$ cat src/rtl/skew_pkg.sv
// Shared types for the skew/deskew stream buffer.
// Mode and FSM enums plus the per-lane delay helper.
package skew_pkg;

   typedef enum logic {
      SKEW_MODE_SKEW,
      SKEW_MODE_DESKEW
   } skew_mode_e;

   typedef enum logic [1:0] {
      IDLE,
      STREAM,
      DRAIN
   } skew_state_e;

   // Total register depth of one lane, including the optional output stage.
   function automatic int lane_delay(
      input int         lane,
      input int         size,
      input skew_mode_e mode,
      input int         out_reg
   );
      int d;
      d = (mode == SKEW_MODE_SKEW) ? lane : (size - 1 - lane);
      return d + out_reg;
   endfunction

endpackage

$ cat src/rtl/skew_delay_line.sv
// One lane of the skew buffer: a data+valid shift line of DEPTH entries.
// Ports: clk_i/rst_i, en_i advance, data_i/valid_i in, data_o/valid_o out,
// busy_o high while any stored valid bit is in flight.
module skew_delay_line #(
   parameter int DEPTH      = 1,
   parameter int DATA_WIDTH = 8
) (
   input  logic                  clk_i,
   input  logic                  rst_i,
   input  logic                  en_i,
   input  logic [DATA_WIDTH-1:0] data_i,
   input  logic                  valid_i,
   output logic [DATA_WIDTH-1:0] data_o,
   output logic                  valid_o,
   output logic                  busy_o
);

   generate
      if (DEPTH == 0) begin : g_pass
         // Zero-delay lane: no storage, inputs pass straight through.
         logic pass_unused;
         assign pass_unused = ^{clk_i, rst_i, en_i};
         assign data_o  = data_i;
         assign valid_o = valid_i;
         assign busy_o  = 1'b0;
      end else begin : g_shift
         logic [DATA_WIDTH-1:0] data_q [DEPTH];
         logic [DEPTH-1:0]      valid_q;

         always_ff @(posedge clk_i or posedge rst_i) begin
            if (rst_i) begin
               for (int i = 0; i < DEPTH; i++) begin
                  data_q[i] <= '0;
               end
               valid_q <= '0;
            end else if (en_i) begin
               data_q[0]  <= data_i;
               valid_q[0] <= valid_i;
               for (int i = 1; i < DEPTH; i++) begin
                  data_q[i]  <= data_q[i-1];
                  valid_q[i] <= valid_q[i-1];
               end
            end
         end

         assign data_o  = data_q[DEPTH-1];
         assign valid_o = valid_q[DEPTH-1];
         assign busy_o  = |valid_q;
      end
   endgenerate

endmodule

$ cat src/rtl/skew_stream_buffer.sv
// Stall-aware skew/deskew buffer with per-lane valid, tile-end marker and
// self-draining tail. Ports: clk, rst, enable, in_valid/in_last/in_ready,
// data_in, data_out, out_valid, out_last, busy.
module skew_stream_buffer
   import skew_pkg::*;
#(
   parameter int         ARRAY_SIZE = 8,
   parameter int         DATA_WIDTH = 8,
   parameter skew_mode_e MODE       = SKEW_MODE_SKEW,
   parameter int         OUT_REG    = 0
) (
   input  logic                                 clk,
   input  logic                                 rst,
   input  logic                                 enable,
   input  logic                                 in_valid,
   input  logic                                 in_last,
   output logic                                 in_ready,
   input  logic [ARRAY_SIZE-1:0][DATA_WIDTH-1:0] data_in,
   output logic [ARRAY_SIZE-1:0][DATA_WIDTH-1:0] data_out,
   output logic [ARRAY_SIZE-1:0]                out_valid,
   output logic                                 out_last,
   output logic                                 busy
);

   localparam int MAXD      = ARRAY_SIZE - 1;
   localparam int DRAIN_LEN = MAXD + OUT_REG;
   localparam int CW        = $clog2(ARRAY_SIZE + 1);

   skew_state_e state_q, state_d;
   logic [CW-1:0] cnt_q, cnt_d;
   logic acc;
   logic last_busy;
   logic [ARRAY_SIZE-1:0] lane_busy;

   assign in_ready = enable & (state_q != DRAIN);
   // Gating with rst keeps zero-delay lanes quiet while reset is held.
   assign acc = in_valid & in_ready & ~rst;

   // Elements are two's complement; bubbles carry zero data.
   generate
      for (genvar i = 0; i < ARRAY_SIZE; i++) begin : g_lane
         logic [DATA_WIDTH-1:0] lane_din;
         assign lane_din = acc ? data_in[i] : '0;

         skew_delay_line #(
            .DEPTH     (lane_delay(i, ARRAY_SIZE, MODE, OUT_REG)),
            .DATA_WIDTH(DATA_WIDTH)
         ) u_line (
            .clk_i  (clk),
            .rst_i  (rst),
            .en_i   (enable),
            .data_i (lane_din),
            .valid_i(acc),
            .data_o (data_out[i]),
            .valid_o(out_valid[i]),
            .busy_o (lane_busy[i])
         );
      end

      // Tile-end marker rides alongside the longest lane.
      if (DRAIN_LEN == 0) begin : g_last_pass
         assign out_last  = acc & in_last;
         assign last_busy = 1'b0;
      end else begin : g_last_chain
         logic [DRAIN_LEN-1:0] last_q;

         always_ff @(posedge clk or posedge rst) begin
            if (rst) begin
               last_q <= '0;
            end else if (enable) begin
               last_q[0] <= acc & in_last;
               for (int i = 1; i < DRAIN_LEN; i++) begin
                  last_q[i] <= last_q[i-1];
               end
            end
         end

         assign out_last  = last_q[DRAIN_LEN-1];
         assign last_busy = |last_q;
      end
   endgenerate

   always_comb begin
      state_d = state_q;
      cnt_d   = cnt_q;
      if (enable) begin
         unique case (state_q)
            IDLE, STREAM: begin
               if (acc) begin
                  if (!in_last) begin
                     state_d = STREAM;
                  end else if (DRAIN_LEN != 0) begin
                     state_d = DRAIN;
                     cnt_d   = CW'(DRAIN_LEN);
                  end else begin
                     state_d = IDLE;
                  end
               end
            end
            DRAIN: begin
               cnt_d = cnt_q - CW'(1);
               if (cnt_q == CW'(1)) begin
                  state_d = IDLE;
               end
            end
            default: state_d = IDLE;
         endcase
      end
   end

   always_ff @(posedge clk or posedge rst) begin
      if (rst) begin
         state_q <= IDLE;
         cnt_q   <= '0;
      end else begin
         state_q <= state_d;
         cnt_q   <= cnt_d;
      end
   end

   assign busy = (state_q != IDLE) | (|lane_busy) | last_busy;

endmodule
$ cat config.mk
export PLATFORM = sky130hd
export DESIGN_NAME = skew_stream_buffer
export DESIGN_NICKNAME = d
export VERILOG_FILES = /design/src/rtl/skew_pkg.sv /design/src/rtl/skew_delay_line.sv /design/src/rtl/skew_stream_buffer.sv
export SDC_FILE = /design/constraint.sdc
export NUM_CORES = 1
export LEC_CHECK = 0
export CAP_MARGIN = 20
export CORE_UTILIZATION = 45
export CTS_BUF_LIST = sky130_fd_sc_hd__clkbuf_16
export CTS_CLUSTER_SIZE = 20
export DETAILED_ROUTE_END_ITERATION = 6
export PLACE_DENSITY = 0.65
export SETUP_SLACK_MARGIN = 0.5
export SYNTH_ARGS = -nofsm -noshare
export SYNTH_HDL_FRONTEND = slang
export SYNTH_SLANG_ARGS = --single-unit
$ cat constraint.sdc
create_clock -name clk -period 11.8 [get_ports clk]
set_input_delay 2.36 -clock clk [delete_from_list [all_inputs] [get_ports clk]]
set_output_delay 2.36 -clock clk [all_outputs]
set_load 0.005 [all_outputs]
==> flow_summary.ini, run 1 <==
[floorplan]
io_pins = 144
fp.dieH_um = 148
coreArea_um2 = 20500
die_area_um2 = 21800
die-width_um = 148
row_count = 52
initial_core_util = 0.465

[logic_synthesis]
synthesis.area_um2 = 9540
seq_area_frac_synth = 0.640
yosysUniqueCellTypes = 28
syn-instance-count = 618
ys_ff_latch = 244
synthFlopType = dfrtp_1
yosysMostFrequentCell = dfrtp_1
ys_top_cells_by_area = dfrtp_1, mux2_2, a22o_1, buf_4, buf_2
async_flop_share = 1.00
syn_area_per_cell_um2 = 15.4
synth_top_area_frac = 0.640
synth_edf_count = 0
synthTopCellsByCount = dfrtp_1, mux2_2, a22o_1
synth_fp_nets = 689
yosysTopAreaCell = dfrtp_1
yosysWarnings = 0

[critical_path]
worstRegToRegCells = 4
rr_endpoint = g_lane[1].u_line.data_o[3]
r2r_setup_slack_ns = 9.89
worst-setup-path-type = in -> out
worstPathRequired_ns = 9.44
r2r_start = state_q[1]
end_kind = output port
critPathMaxStageDelay_ns = 0.54
critPathMaxFanout = 10
path_buf_inv = 2
path_delay_family = buffers and inverters
path_common_cell = clkdlybuf4s50_1
worst_ep_arrival_time_ns = 4.15
crit_path_start_kind = primary input
cp_slowest_cell = clkdlybuf4s50_1
path_cells = clkdlybuf4s50_1, nor2b_1, and3_2, and2_1, clkdlybuf4s50_1

[placement]
place_congestion = 0.708
hpwl_um = 10100
port_buffers = 143
dpl_cell_area_um2 = 10700
pre_cts_ws_ns = 5.24

[finish]
drive_gt1_frac = 0.313
regArea_um2 = 6110
nNetsFinal = 775
multi_input_area_um2 = 2800
antenna-diode-count = 0
final_area_um2 = 11600
fillCellCount = 1677
syn_to_final_growth_pct = 21.4

[timing]
fin_crit_ns = 6.51
slew_violations = 0
tightest_slew_ns = 0.945
slew_headroom = 0.370
finalSetupViolCount = 0
fmax_mhz = 154
rsz0062_at_grt = false
fin_tns_setup_ns = 0
hold_viol_final = 0
finalCritPeriodShare = 0.552
fin_ws_ns = 5.29
fin_skew_ns = 0.0152

[power]
power_leakage_nw = 5.64
p_per_area_nw_per_um2 = 173
ir_drop_mv = 0.0961

[cts]
cts_sinks = 244
cts_resized = 0
hold_buffers = 0
path_clk_slew_ns = 0.06
cts_root_buf = clkbuf_16
cts_max_level = 1
insertion_delay_ns = 0.52
numCtsBuffers = 26
cts_tree = done
cts_setup_buffers = 0
clock_path_buffers = 3

[outcome]
run_status = completed

[grt]
antenna_found_initial = 0
grt-ovfl-total = 0
grt_pass1_wl_um = 28000
grt_max_degree = 168
first_global_vias = 5457
grt_use_total = 0.159

[detailed_routing]
num_vias = 5082
drtPass1Iterations = 4
wl_per_cell_um = 16.7
drcViolationCount = 0
via_per_inst = 5.13
ant_nets = 0
drt_wl_total_um = 16500
drtIter0Drc = 201

[min_path]
hold_path.startpoint = g_lane[6].u_line.g_shift.data_q[42]
min-delay-path-class = reg -> reg
hold_path_depth = 1
min_delay_worst_endpoint = g_lane[6].u_line.g_shift.data_q[42]

[flow_run]
drv_cap = 0
==> routing by layer <==
| layer | track usage | part of all wire | vias to the layer above |
|---|---|---|---|
| met5 | 0 | 0 | - |
| met2 | 0.257 | 0.48 | 110 |
| met4 | 0.0521 | 0.023 | 0 |
| li1 | - | - | 2314 |
| met1 | 0.220 | 0.46 | 2627 |
| met3 | 0.0259 | 0.041 | 31 |
==> cell usage in the layout, fill, tap and decap left out, drive strengths merged, types with 2 or more instances in the layout <==
cell type / n
nor2: 3
and2: 8
clkinv: 11
nor3: 2
nor2b: 3
buf: 7
inv: 10
ha: 2
bufinv: 2
nor4: 4
clkdlybuf4s50: 142
a22o: 58
dfrtp: 244
o21ai: 5
mux2: 180
nand2b: 2
clkbuf: 27
==> flip-flops by register name, summed over array words and instances, names as in the netlist <==
| register | flops |
|---|---|
| g_lane.u_line.g_shift.data_q | 168 |
| g_lane.u_line.data_o | 56 |
| g_lane.u_line.g_shift.valid_q | 7 |
| g_last_chain.last_q | 7 |
| cnt_q | 4 |
| state_q | 2 |
==> through the flow <==
step,utilization,hold slack [ns],cells,total power (W)
final,0.565,0.499,991,0.00200
after CTS,0.564,0.502,990,0.00203
after global routing,0.565,0.511,991,0.00210
after global placement,0.524,0.482,945,0.00124
after detailed placement,0.524,0.487,945,0.00126
after floorplan,-,0.474,618,0.00116
==> where the power goes <==
part           internal, W  switching (W)
sequential        0.000928      0.0000558
combinational     0.000156      0.0000982
clock             0.000454       0.000307
total              0.00154       0.000461
==> final cells by class <==
class	instances	area share
clock buffer	27	0.0584
clock inverter	18	0.0113
sequential	244	0.527
tap	270	0.0292
timing repair buffer	149	0.129
multi-input combinational	278	0.242
inverter	5	0.00227
==> worst max path at each step <==
stage	start	to	cells past startpoint	slack [ns]
after detailed placement	rst	data_out[5]	5	5.24
after CTS	rst	data_out[5]	5	5.23
after global placement	rst	data_out[6]	5	5.26
final	rst	data_out[6]	5	5.29
after global routing	rst	data_out[6]	5	5.15
after floorplan	rst	cnt_q[0]	1	2.74
==> kinds of logic (layout without fill, tap and decap cells) <==
logic type      count (synthesis)  count (layout)  share of synthesized area
simple gates                   26              26                     0.0165
fa+ha+maj                       2               2                    0.00262
buf+inv                        96             199                     0.0661
mux                           181             181                      0.214
compound gates                 69              69                     0.0611
flops                         244             244                      0.640
No activity file was read; power rests on OpenSTA's default activity.
==> run 2: changes to the inputs <==
clock period = 6.5 ns   (was 11.8 ns; I/O delays follow)
==> run 2 against run 1 <==
Compared with the run above:
- die area did not move
- final area barely moved
- worst hold slack got worse by 0.0010 ns
- register-to-register slack got worse by 5.3 ns
- combinational power rose by 82%
- clock skew fell by 0.0069 ns
- core utilization barely moved
- sequential share of layout area barely moved
- power rose by 84%
- final cell count fell by 0.10%
- largest cell class unchanged
- global-route usage barely moved
- worst setup slack got worse by 3.2 ns
- critical path type unchanged
==> flow_summary.ini, run 2 (synthesis gave the netlist of run 1 again) <==
[timing]
rsz0062_at_grt = false
tightest_slew_ns = 1.06
fin_tns_setup_ns = 0
fmax_mhz = 227
hold_viol_final = 0
fin_crit_ns = 4.40
slew_headroom = 0.294
slew_violations = 0
finalCritPeriodShare = 0.677
holdWs_ns = 0.498
fin_ws_ns = 2.10
fin_skew_ns = 0.00827
finalSetupViolCount = 0

[finish]
layout_common_cells = dfrtp_1, mux2_2, clkdlybuf4s50_1
nNetsFinal = 775
drive_gt1_frac = 0.314
largest_reg_flops = 168
top_register = g_lane.u_line.g_shift.data_q
regArea_um2 = 6110
layout_commonest_cell = dfrtp_1
fillCellCount = 1640
syn_to_final_growth_pct = 21.5
multi_input_area_um2 = 2800
antenna-diode-count = 0
fin_cells = 990

[grt]
grt_use_total = 0.159
antenna_found_initial = 0
grt_max_degree = 177
grt_pass1_wl_um = 28300
grt-ovfl-total = 0
first_global_vias = 5517

[detailed_routing]
ant_nets = 0
wl_per_cell_um = 16.9
drtPass1Iterations = 4
drtIter0Drc = 167
via_per_inst = 5.17
drcViolationCount = 0
drt_wl_total_um = 16700
num_vias = 5115

[critical_path]
rr_endpoint = g_lane[4].u_line.g_shift.data_q[29]
worst_ep_arrival_time_ns = 3.10
r2r_start = state_q[1]
worstPathRequired_ns = 5.20
worstRegToRegCells = 4
critPathMaxFanout = 10
endpoint = data_out[2]
r2r_setup_slack_ns = 4.60
crit_path_start_kind = primary input
end_kind = output port
worst-setup-path-type = in -> out
critPathLaunch = in_valid

[min_path]
min-delay-path-class = reg -> reg

[floorplan]
die_area_um2 = 21800
row_count = 52
die-width_um = 148
initial_core_util = 0.465
fp.dieH_um = 148
coreArea_um2 = 20500
io_pins = 144

[cts]
cts_tree = done
path_clk_slew_ns = 0.05
cts_resized = 0
hold_buffers = 0
cts_sinks = 244
cts_root_buf = clkbuf_16
clock_path_buffers = 3
numCtsBuffers = 26
insertion_delay_ns = 0.51
cts_setup_buffers = 0
cts_max_level = 1

[placement]
placed_cells = 946
port_buffers = 143
place_congestion = 0.697
pre_cts_ws_ns = 2.09
hpwl_um = 10300

[flow_run]
drv_cap = 0

[power]
ir_drop_mv = 0.176
power_leakage_nw = 5.63
total_power_w = 0.00367
p_per_area_nw_per_um2 = 317

[outcome]
run_status = completed
run 2: cell count changes in the layout (fill, tap and decap cells not counted), sizes merged:
cell | previous run | this run
clkinv | 11 | 10
bufinv | 2 | 3
clkinvlp | 0 | 2
inv | 10 | 7
run 2: worst max-delay path, stage by stage:
cell             delay [ns]
clkdlybuf4s50_1        0.48
nor2b_1                0.31
and3_2                 0.35
and2_1                 0.15
clkdlybuf4s50_1        0.50
run 2: metal layers:
metal / wire, um / track usage / up-vias
met3: 815 / 0.0315 / 37
met1: 7410 / 0.219 / 2636
met5: 0 / 0 / -
met4: 420 / 0.0454 / 0
li1: - / - / 2324
met2: 8070 / 0.259 / 118
run 2: worst min path at each step:
stage,from,end,depth (start not counted)
6_report,g_lane[7].u_line.g_shift.data_q[17],g_lane[7].u_line.g_shift.data_q[17],1
5_1_grt,g_lane[3].u_line.g_shift.data_q[15],g_lane[3].u_line.data_o[7],1
4_1_cts,g_lane[7].u_line.g_shift.data_q[17],g_lane[7].u_line.g_shift.data_q[9],1
3_5_place_dp,g_lane[7].u_line.g_shift.data_q[22],g_lane[7].u_line.g_shift.data_q[14],1
3_3_place_gp,g_lane[4].u_line.g_shift.data_q[17],g_lane[4].u_line.g_shift.data_q[9],1
2_1_floorplan,g_lane[2].u_line.g_shift.data_q[10],g_lane[2].u_line.g_shift.data_q[10],1
run 2: cell type report:
type | instances | share of cell area
sequential | 244 | 0.527
multi-input combinational | 278 | 0.242
timing repair buffer | 149 | 0.129
clock buffer | 27 | 0.0583
tap | 270 | 0.0292
clock inverter | 17 | 0.0131
inverter | 5 | 0.00194
run 2: metrics by stage:
stage	util	cell area, um2
final	0.565	11600
after global routing	0.565	11600
after CTS	0.565	11600
after detailed placement	0.525	10800
after global placement	0.525	10800
after floorplan	-	9540
run 2: report_power, final:
group | switching (W) | internal (W) | leakage, nW | total, W
Sequential | 0.000101 | 0.00168 | 3.36 | 0.00179
Clock | 0.000562 | 0.000861 | 0.416 | 0.00142
Combinational | 0.000178 | 0.000284 | 1.86 | 0.000462
Total | 0.000841 | 0.00283 | 5.63 | 0.00367
